## config.mk

```make
export PLATFORM = sky130hd
export DESIGN_NAME = pong_ball_ctrl
export DESIGN_NICKNAME = d
export VERILOG_FILES = /design/src/rtl/pong_ball_ctrl.sv
export SDC_FILE = /design/constraint.sdc
export NUM_CORES = 1
export LEC_CHECK = 0
export CAP_MARGIN = 5
export CORE_MARGIN = 1.5
export CORE_UTILIZATION = 41
export DETAILED_ROUTE_END_ITERATION = 10
export SLEW_MARGIN = 30
export SYNTH_ARGS = -nofsm -noshare
export SYNTH_HDL_FRONTEND = slang
export SYNTH_SLANG_ARGS = --single-unit
```

## constraint.sdc

```tcl
create_clock -name clk -period 3.3 [get_ports clk]
set_input_delay 0.495 -clock clk [delete_from_list [all_inputs] [get_ports clk]]
set_output_delay 0.495 -clock clk [all_outputs]
set_load 0.01 [all_outputs]
```

## src/rtl/pong_ball_ctrl.sv

```systemverilog
// Ping-pong game controller: moves a one-hot ball across 8 LEDs, judges
// paddle returns and misses, keeps score and drives the LED register.
module pong_ball_ctrl #(
  parameter int unsigned TICK_DIV  = 4,
  parameter int unsigned WIN_SCORE = 7
) (
  input  logic       clk,
  input  logic       clr_n,
  input  logic       start,
  input  logic       btn_l,
  input  logic       btn_r,
  output logic [7:0] disp_data,
  output logic       disp_ld,
  output logic       disp_clr,
  output logic [3:0] score_l,
  output logic [3:0] score_r,
  output logic       game_over
);

  localparam int unsigned     CntW     = $clog2(TICK_DIV);
  localparam logic [CntW-1:0] CntMax   = CntW'(TICK_DIV - 1);
  localparam logic [CntW-1:0] CntOne   = CntW'(1);
  localparam logic [3:0]      WinScore = 4'(WIN_SCORE);

  // Player encoding for server/scorer.
  localparam logic Left  = 1'b0;
  localparam logic Right = 1'b1;

  typedef enum logic [2:0] {
    StIdle,
    StServe,
    StMoveR,
    StMoveL,
    StPoint,
    StOver
  } state_e;

  state_e          state_q;
  logic [7:0]      pos_q;
  logic            server_q;
  logic            scorer_q;
  logic [CntW-1:0] cnt_q;
  logic            start_q;
  logic            btn_l_q;
  logic            btn_r_q;

  logic       start_press;
  logic       press_l;
  logic       press_r;
  logic       tick;
  logic [3:0] new_score;

  // Press detection, step tick and the score the current POINT would produce.
  always_comb begin
    start_press = start & ~start_q;
    press_l     = btn_l & ~btn_l_q;
    press_r     = btn_r & ~btn_r_q;
    tick        = (cnt_q == CntMax);
    new_score   = ((scorer_q == Left) ? score_l : score_r) + 4'd1;
  end

  assign disp_data = pos_q;

  // Game FSM with all outputs registered alongside the state.
  always_ff @(posedge clk) begin
    if (!clr_n) begin
      state_q   <= StIdle;
      pos_q     <= 8'h00;
      server_q  <= Left;
      scorer_q  <= Left;
      cnt_q     <= '0;
      start_q   <= 1'b0;
      btn_l_q   <= 1'b0;
      btn_r_q   <= 1'b0;
      disp_ld   <= 1'b0;
      disp_clr  <= 1'b1;
      score_l   <= 4'd0;
      score_r   <= 4'd0;
      game_over <= 1'b0;
    end else begin
      start_q <= start;
      btn_l_q <= btn_l;
      btn_r_q <= btn_r;
      disp_ld <= 1'b0;
      // Counter only advances in the MOVE states; every transition restarts it.
      cnt_q   <= '0;

      case (state_q)
        StIdle: begin
          if (start_press) begin
            score_l  <= 4'd0;
            score_r  <= 4'd0;
            server_q <= Left;
            pos_q    <= 8'h80;
            disp_ld  <= 1'b1;
            disp_clr <= 1'b0;
            state_q  <= StServe;
          end
        end

        StServe: begin
          if ((server_q == Left) && press_l) begin
            state_q <= StMoveR;
          end else if ((server_q == Right) && press_r) begin
            state_q <= StMoveL;
          end
        end

        StMoveR: begin
          // A swing outranks the tick, so a return on the tick cycle still counts.
          if (press_r) begin
            if (pos_q == 8'h01) begin
              state_q <= StMoveL;
            end else begin
              scorer_q <= Left;
              state_q  <= StPoint;
            end
          end else if (tick) begin
            if (pos_q == 8'h01) begin
              scorer_q <= Left;
              state_q  <= StPoint;
            end else begin
              pos_q   <= pos_q >> 1;
              disp_ld <= 1'b1;
            end
          end else begin
            cnt_q <= cnt_q + CntOne;
          end
        end

        StMoveL: begin
          if (press_l) begin
            if (pos_q == 8'h80) begin
              state_q <= StMoveR;
            end else begin
              scorer_q <= Right;
              state_q  <= StPoint;
            end
          end else if (tick) begin
            if (pos_q == 8'h80) begin
              scorer_q <= Right;
              state_q  <= StPoint;
            end else begin
              pos_q   <= pos_q << 1;
              disp_ld <= 1'b1;
            end
          end else begin
            cnt_q <= cnt_q + CntOne;
          end
        end

        StPoint: begin
          if (scorer_q == Left) begin
            score_l <= new_score;
          end else begin
            score_r <= new_score;
          end
          // The player who conceded serves next.
          server_q <= ~scorer_q;
          disp_ld  <= 1'b1;
          if (new_score == WinScore) begin
            pos_q     <= 8'hFF;
            game_over <= 1'b1;
            state_q   <= StOver;
          end else begin
            pos_q   <= (scorer_q == Left) ? 8'h01 : 8'h80;
            state_q <= StServe;
          end
        end

        StOver: begin
          if (start_press) begin
            game_over <= 1'b0;
            score_l   <= 4'd0;
            score_r   <= 4'd0;
            server_q  <= Left;
            pos_q     <= 8'h80;
            disp_ld   <= 1'b1;
            state_q   <= StServe;
          end
        end

        default: begin
          state_q  <= StIdle;
          pos_q    <= 8'h00;
          disp_clr <= 1'b1;
        end
      endcase
    end
  end

endmodule

```

# Word-level counts from Yosys, hierarchy flattened
# Index checks and enable logic that the tools add are counted.
op_classes:
  n_addsub: 2
  n_eq_ne: 28
  muxes: 55
  n_bitwise: 10
  reduce_logical: 16
op_table:
  columns: ["operator", "n"]
  rows:
  - ["8-bit two-way mux", 9]
  - ["8-bit one-hot mux with 5 select lines", 1]
  - ["3-bit two-way mux", 12]
  - ["2-bit != test, second input constant", 11]
  - ["3-bit != test, second input constant", 7]
  - ["1-bit two-way mux", 17]
  - ["4-bit two-way mux", 4]
  - ["4-bit one-hot mux with 2 select lines", 2]
  - ["3-bit one-hot mux with 5 select lines", 1]
  - ["3-bit AND reduction", 3]
  - ["8-bit by 1-bit == test with 1-bit output, second input constant", 1]
  - ["8-bit == test, second input constant", 1]
  - ["1-bit one-hot mux with 2 select lines", 4]
  - ["8-bit AND reduction", 1]
  - ["1-bit inverter", 7]
  - ["7-bit AND reduction", 1]
  - ["3-bit by 2-bit == test with 1-bit output, second input constant", 2]
  - ["3-bit == test, second input constant", 2]
  - ["2-bit two-way mux", 3]
  - ["6-bit AND reduction", 1]
  - ["2-bit nonzero test", 3]
  - ["5-bit OR reduction", 1]
  - ["4-bit by 1-bit adder with 4-bit output, second input constant", 1]
  - ["4-bit by 3-bit == test with 1-bit output, second input constant", 1]
  - ["other kinds (11)", 15]
word_totals:
  regBits: 29

# Depth between registers and ports, before layout
# Gate-level depths: netlist of run 1.
depth:
  depth_word: 6
  ltp_mapped: 8
  ltp_nobuf: 7

# Worst setup path before layout of run 1
# OpenSTA, ideal clock, no wires.
synth_timing:
  kind: "register -> register"
  from: "reg scorer_q"
  to: "reg state_q[2]"
  setup_ps: 86
  arrival_ps: 1906
  required_ps: 3214
  setup_slack_ps: 1308
  stages_incl_launch_ff: 8
  n_path_buf: 1
  period_less_slack_ps: 1992
  cell_sequence: "dfxtp_1 > buf_4 > mux2_2 > ha_1 > xor2_1 > nor4_4 > a221oi_2 > a211oi_1"
synth_via:
  elab_chain_len: 5
synth_lines:
  columns: ["element", "line_no", "rtl"]
  rows:
  - ["start, declared", "41", "logic scorer_q;"]
  - ["start signal, assigned", "70", "scorer_q <= Left;"]
  - ["start signal, assigned", "115", "scorer_q <= Left;"]
  - ["start signal, assigned", "120", "scorer_q <= Left;"]
  - ["4-bit two-way mux", "59", "new_score = ((scorer_q == Left) ? score_l : score_r) + 4'd1;"]
  - ["4-bit by 1-bit adder with 4-bit output", "59", null]
  - ["4-bit by 3-bit == test with 1-bit output", "161", "if (new_score == WinScore) begin"]
  - ["3-bit two-way mux", "161", null]
  - ["3-bit one-hot mux with 5 select lines", "88", "case (state_q)"]
  - ["end signal, assigned", "67", "state_q <= StIdle;"]
  - ["end signal, assigned", "164", "state_q <= StOver;"]
  - ["end signal, assigned", "167", "state_q <= StServe;"]
  - ["end, declared", "38", "state_e state_q;"]
# No other way between the ends.
# A chain may end at the register's enable or synchronous reset.

# Worst setup path in the final report of run 1
# Ends and elaborated chain as after synthesis.

==> summary.md, run 1 <==
| Metric | Value |
|---|---|
| Gr ovfl total | `0` |
| TNS Setup | `0 ns` |
| Setup CP Type | `flop to flop` |
| Avg Cell Area, Syn | `9.29 um2` |
| Pins Over Slew Limit | `0` |
| Final hold vios | `0` |
| Deepest clock path buffer count | `2` |
| Layout area overhead | `16.2%` |
| Synth Instances | `201` |
| Latest clock arrival within the worst-skew pair | `roughly 0.28 ns` |
| Critical path buffer and inverter count | `0` |
| CTS sink cnt | `29` |
| Die ar. | `roughly 0.005 mm2` |
| Syn_nets | `209` |
| CP Max Fanout | `12` |
| Vias per cell | `5.58` |
| Distinct cells, synth | `a little over 60` |
| Slowest-stage cell, CP | `nor4_4` |
| EDFF count, synth | `0` |
| CTS tree | `yes` |
| Type of origin of the critical path | `flop` |
| Peak supply drop | `0.298 mV` |
| Synth Flop Type | `dfxtp_1` |
| Initial core utilization | `42.6%` |
| Die Width | `70.5 um` |
| Port-buffer cells | `23` |
| Nets | `229` |
| Die Y | `just over 70 um` |
| Vias | `~1500` |
| Clk pin slew, worst setup/hold paths | `0.07 ns` |
| CTS Hold Buffers Added | `0` |
| Worst Hold Class | `flop to flop` |
| Leakage power | `0.829 nW` |
| Core area | `0.00438 mm2` |
| CTS root buf | `clkbuf_8` |
| Global-route wire length before repair | `between 7000 and 8000 um` |
| Worst-Margin Slew | `0.825 ns` |
| DR DRC count | `0` |
| Mapped cell area | `0.00187 mm2` |
| # resized after CTS | `0` |
| Crit path DAT | `between 2 and 3 ns` |
| Worst Hold Path Cells | `1` |
| Gr usage total | `18.3%` |
| Gp weighted congestion | `approximately 0.84` |
| DRT iter0 DRCs | `slightly above 100` |
| Start point of the critical path | `scorer_q` |
| WL final | `around 4200 um` |
| Setup bufs post-CTS | `0` |
| Reg2reg start | `scorer_q` |
| CP Capture Type | `flop` |
| Storage cell area | `581 um2` |
| Antenna violations before repair | `0` |
| Hold slack | `roughly 0.55 ns` |
| Rows | `24` |
| Status | `completed` |
| Slew HR | `between 40% and 50%` |
| Pin count of the biggest net entering global routing | `24` |
| CP Data Required Time | `about 3.5 ns` |
| Max-cap violations | `0` |
| Worst-path cell chain | `mux2_2 -> ha_1 -> xor2_1 -> nor4_4 -> a221oi_2 -> a211oi_1` |
| Wirelength per Cell | `between 15 and 20 um` |
| Multi-input gate area | `approximately 0.0012 mm2` |
| Synth Area in Simple Gates | `between 20% and 30%` |
| Top Ports | `24` |
| Drt first pass iters | `4` |
| Synth Area in Compound Gates | `between 20% and 30%` |
| Number of global-route vias before repair | `between 1000 and 1500` |
| Number of setup violations in the final report | `0` |
| Fraction of synthesized cell area in xor and xnor cells | `less than 1%` |
| Worst R2R End | `state_q[2]` |
| Hold EP | `game_over` |
| Dpl hpwl | `around 3000 um` |
| Period utilisation layout | `73.6%` |
| H-tree levels | `2` |
| Share of post-route cells with drive strength above 1 | `between 20% and 30%` |
| Largest family of logic cells by synthesized area | `simple AND/OR/NAND/NOR gates` |
| RSZ-0062 raised after global routing | `no` |
| Worst reg-to-reg setup slack | `between 0.8 and 0.9 ns` |
| Sequential fraction of the synthesis area | `between 30% and 40%` |
| Mux cell area share after synthesis | `between 10% and 20%` |
| Clock Skews | `roughly 0.0037 ns` |
| Routed Antenna Nets | `0` |
| Min Clock Period, post-route | `between 2 and 2.5 ns` |
| Number of fill cells | `429` |
| Reg2reg path depth | `6` |
| CP peak stage delay | `around 0.6 ns` |
| Adder-cell share of the synthesized area | `roughly 2.5%` |
| Asr flop ratio synth | `0%` |
| Inserted Clock Buffers | `5` |
| Yosys warnings | `0` |
| #FFs+latches synth | `29` |
| Pwr Density | `~650 mW/mm2` |
| Min-Delay Startpoint | `game_over` |
| Fmax | `just over 400 MHz` |
| CP delay by family, top | `simple AND/OR/NAND/NOR gates` |
| Ant. Diodes | `0` |
[power breakdown]
| group | switching [mW] | total, mW | internal, mW |
|---|---|---|---|
| Sequential | 0.111 | 0.506 | 0.396 |
| Combinational | 0.297 | 0.577 | 0.280 |
| Clock | 0.143 | 0.331 | 0.188 |
[cells by family (layout without fill, tap and decap cells)]
family	count (synthesis)	count (layout)
adders and majority gates	4	4
DFF	29	29
and+or+nand+nor	79	79
AOI/OAI and AO/OA	50	50
xor gates and xnor gates	2	2
buffers and inverters	18	39
muxes	19	19
[registers in the layout, indices dropped and copies added (netlist names)]
signal,cells
start_q,1
disp_data,8
cnt_q,2
btn_r_q,1
game_over,1
state_q,3
score_l,4
scorer_q,1
btn_l_q,1
score_r,4
server_q,1
disp_ld,1
disp_clr,1
[metal layers]
layer	track usage [%]	routed length, um
met5	0	0
met4	7.69	61
met3	5.05	146
met2	26.0	1830
met1	25.9	2140
[Yosys cell counts, types with 4 or more instances]
cell type,number,share of area [%]
nand2_1,19,3.8
inv_1,5,1.0
o22ai_2,8,5.4
mux2i_1,10,5.4
nand3_1,4,1.1
nand4_1,4,1.3
nor2_1,16,3.2
a21oi_1,16,4.3
dfxtp_1,29,31
buf_6,4,2.4
mux2_2,9,5.4
[cell usage in the layout, fill, tap and decap left out, drive strengths merged, types with 3 or more instances in the layout]
cell            n
nand2b          3
nand3           5
clkbuf          7
inv             6
nor3            3
ha              3
clkdlybuf4s50  23
nor2           17
mux2i          10
nor2b           3
and2b           4
a211oi          3
a21oi          16
or3b            4
nand4           4
a21o            3
dfxtp          29
o21ai           3
nand3b          3
o22ai           9
mux2            9
and2            4
nand2          19
[worst max path at each step]
stage,endpoint,cells after the start
floorplan,state_q[2],7
global placement,state_q[0],6
detailed placement,state_q[0],6
CTS,state_q[2],6
global route,state_q[2],6
finish,state_q[2],6
[through the flow]
stage | worst slack, ns | power, mW | instances | instance area (um2) | util [%]
floorplan | 1.31 | 0.990 | 201 | 1870 | -
global placement | 0.908 | 1.09 | 266 | 2070 | 47.2
detailed placement | 0.918 | 1.09 | 266 | 2070 | 47.2
CTS | 0.924 | 1.42 | 274 | 2170 | 49.5
global route | 0.685 | 1.51 | 274 | 2170 | 49.5
finish | 0.871 | 1.41 | 274 | 2170 | 49.5
[area by class of cell]
cell class / instances / area share (%)
timing repair buffer: 24 / 11.0
tap: 52 / 3.00
inverter: 7 / 1.21
clock buffer: 7 / 4.44
clock inverter: 1 / 0.231
sequential: 29 / 26.7
multi-input combinational: 154 / 53.4
(Power assumes the default switching activity.)
==> inputs of run 2 (changes only) <==
==> constraint.sdc (replaced) <==
create_clock -name clk -period 2.11 [get_ports clk]
set_input_delay 0.3165 -clock clk [delete_from_list [all_inputs] [get_ports clk]]
set_output_delay 0.3165 -clock clk [all_outputs]
set_load 0.01 [all_outputs]
==> run 2 against run 1 <==
  * Register-to-register slack got worse by 0.73 ns
  * Power increased by 61%
  * Fmax increased by 23%
  * Clock skew increased by 0.0045 ns
  * Sequential cell count unchanged
  * Non-clock buffer count increased by 14
  * Hold slack got worse by 0.0048 ns
  * Final area increased by 5.3%
  * Sequential power increased by 43%
==> summary.md, run 2 (synthesis gave the netlist of run 1 again) <==
| Metric | Value |
|---|---|
| Latest clock arrival within the worst-skew pair | `0.29 ns (was 0.28 ns)` |
| Global-route wire length before repair | `7480 um (was 7050 um)` |
| Ant. Diodes | `0 (unchanged)` |
| H-tree levels | `2 (unchanged)` |
| Worst-path cell chain | `mux2_2 -> ha_1 -> xor2_1 -> nor4_4 -> buf_6 -> a211oi_1 -> o22ai_2 (was mux2_2 -> ha_1 -> xor2_1 -> nor4_4 -> a221oi_2 -> a211oi_1)` |
| Most frequent cells in the layout | `28 x dfxtp_1, 23 x clkdlybuf4s50_1, 19 x nand2_1 (was 29 x dfxtp_1, 23 x clkdlybuf4s50_1, 19 x nand2_1)` |
| Setup bufs post-CTS | `0 (unchanged)` |
| Antenna violations before repair | `0 (unchanged)` |
| # resized after CTS | `0 (unchanged)` |
| Leakage power | `0.903 nW (was 0.829 nW)` |
| Setup CP Type | `flop to flop (unchanged)` |
| Die ar. | `0.00497 mm2 (unchanged)` |
| Peak supply drop | `0.495 mV (was 0.298 mV)` |
| CP peak stage delay | `0.36 ns (was 0.61 ns)` |
| Min-Delay Startpoint | `disp_clr (was game_over)` |
| CP Capture Type | `flop (unchanged)` |
| CTS Hold Buffers Added | `0 (unchanged)` |
| CTS tree | `yes (unchanged)` |
| Slowest-stage cell, CP | `dfxtp_2 (was nor4_4)` |
| Reg2reg start | `scorer_q (unchanged)` |
| Worst Hold Class | `flop to flop (unchanged)` |
| Pins Over Slew Limit | `0 (unchanged)` |
| Top Ports | `24 (unchanged)` |
| DRT iter0 DRCs | `101 (was 102)` |
| Crit path DAT | `2.14 ns (was 2.62 ns)` |
| TNS Setup | `0 ns (unchanged)` |
| Vias per cell | `5.44 (was 5.58)` |
| Period utilisation layout | `93.3% (was 73.6%)` |
| Rows | `24 (unchanged)` |
| Hold slack | `0.541 ns (was 0.546 ns)` |
| Share of post-route cells with drive strength above 1 | `26.7% (was 21.2%)` |
| Pwr Density | `996 mW/mm2 (was 652 mW/mm2)` |
| Largest register FFs | `8 (unchanged)` |
| CP Max Fanout | `10 (was 12)` |
| Wirelength per Cell | `15.2 um (about the same)` |
| Non-filler cells, final | `288 (was 274)` |
| Inserted Clock Buffers | `5 (unchanged)` |
| Type of origin of the critical path | `flop (unchanged)` |
| Gr usage total | `18.9% (was 18.3%)` |
| Gp weighted congestion | `0.888 (was 0.841)` |
| RSZ-0062 raised after global routing | `no (unchanged)` |
| Slew HR | `57.1% (was 44.9%)` |
| Clk pin slew, worst setup/hold paths | `0.07 ns (about the same)` |
| Start point of the critical path | `scorer_q (unchanged)` |
| Worst reg-to-reg setup slack | `0.14 ns (was 0.87 ns)` |
| Min Clock Period, post-route | `1.97 ns (was 2.43 ns)` |
| Number of setup violations in the final report | `0 (unchanged)` |
| DR DRC count | `0 (unchanged)` |
| Clock Skews | `0.00820 ns (was 0.00373 ns)` |
| WL final | `4380 um (was 4180 um)` |
| Gr ovfl total | `0 (unchanged)` |
| CTS sink cnt | `29 (unchanged)` |
| Post-Place Cells | `280 (was 266)` |
| Most common cell after layout, fill and taps aside | `dfxtp_1 (unchanged)` |
| Drt first pass iters | `5 (was 4)` |
| Worst-Margin Slew | `0.643 ns (was 0.825 ns)` |
| Core area | `0.00438 mm2 (unchanged)` |
| Nets | `243 (was 229)` |
| CTS root buf | `clkbuf_8 (unchanged)` |
| Port-buffer cells | `23 (unchanged)` |
| Number of global-route vias before repair | `1603 (was 1420)` |
| Deepest clock path buffer count | `2 (unchanged)` |
| CP Data Required Time | `2.28 ns (was 3.49 ns)` |
| Status | `completed (unchanged)` |
| Initial core utilization | `42.6% (unchanged)` |
| Layout area overhead | `22.4% (was 16.2%)` |
| Die Y | `70.5 um (unchanged)` |
| Routed Antenna Nets | `0 (unchanged)` |
| Dpl hpwl | `3240 um (was 2970 um)` |
| Final hold vios | `0 (unchanged)` |
| Vias | `1567 (was 1530)` |
| Die Width | `70.5 um (unchanged)` |
| Fmax | `508 MHz (was 412 MHz)` |
| Max-cap violations | `0 (unchanged)` |
| Pin count of the biggest net entering global routing | `16 (was 24)` |
==> run 2: changes by cell type in the layout (fill, tap and decap cells not counted) <==
| cell | before | now |
|---|---|---|
| buf_4 | 1 | 14 |
| a211oi_1 | 2 | 1 |
| a211oi_2 | 1 | 2 |
| buf_6 | 0 | 1 |
| dfxtp_1 | 29 | 28 |
| dfxtp_2 | 0 | 1 |
==> run 2: final cells by class <==
cell class	instances	area, um2
fill	411	2100
inverter	7	26.3
sequential	29	582
multi-input combinational	154	1160
clock inverter	1	5.00
timing repair buffer	38	347
clock buffer	7	96.3
tap	52	65.1
==> run 2: path summary, 6_finish.rpt <==
path                  end  cells past startpoint
max          disp_data[7]                      7
min              disp_clr                      2
max reg2reg  disp_data[7]                      7
min reg2reg      disp_clr                      2
==> run 2: critical path: cells and delay by family, from the launching register on <==
| kind | cells | cell delay [ns] |
|---|---|---|
| simple gates | 1 | 0.08 |
| buf+inv | 1 | 0.16 |
| fa+ha+maj | 1 | 0.21 |
| xor+xnor | 1 | 0.31 |
| mux | 1 | 0.36 |
| compound gates | 2 | 0.38 |
| flops | 1 | 0.36 |
==> run 2: metrics by stage <==
step           util (%)  worst slack [ns]  area [um2]  power [mW]
2_1_floorplan         -             0.118        1870        1.55
3_3_place_gp       49.6            0.0513        2170        1.75
3_5_place_dp       49.6           0.00907        2170        1.75
4_1_cts            51.9            0.0592        2280        2.27
5_1_grt            52.1            0.0399        2290        2.42
6_report           52.1             0.140        2290        2.28
==> run 2: per-layer routing <==
layer | wire, um | global-route usage, %
met2 | 1990 | 29.6
met5 | 0 | 0
met1 | 2200 | 24.7
met3 | 122 | 3.75
met4 | 65 | 9.19
==> run 2: where the power goes <==
group	internal (mW)	leakage, nW	switching (mW)
combinational	0.488	0.612	0.551
sequential	0.620	0.236	0.104
clock	0.294	0.0542	0.220
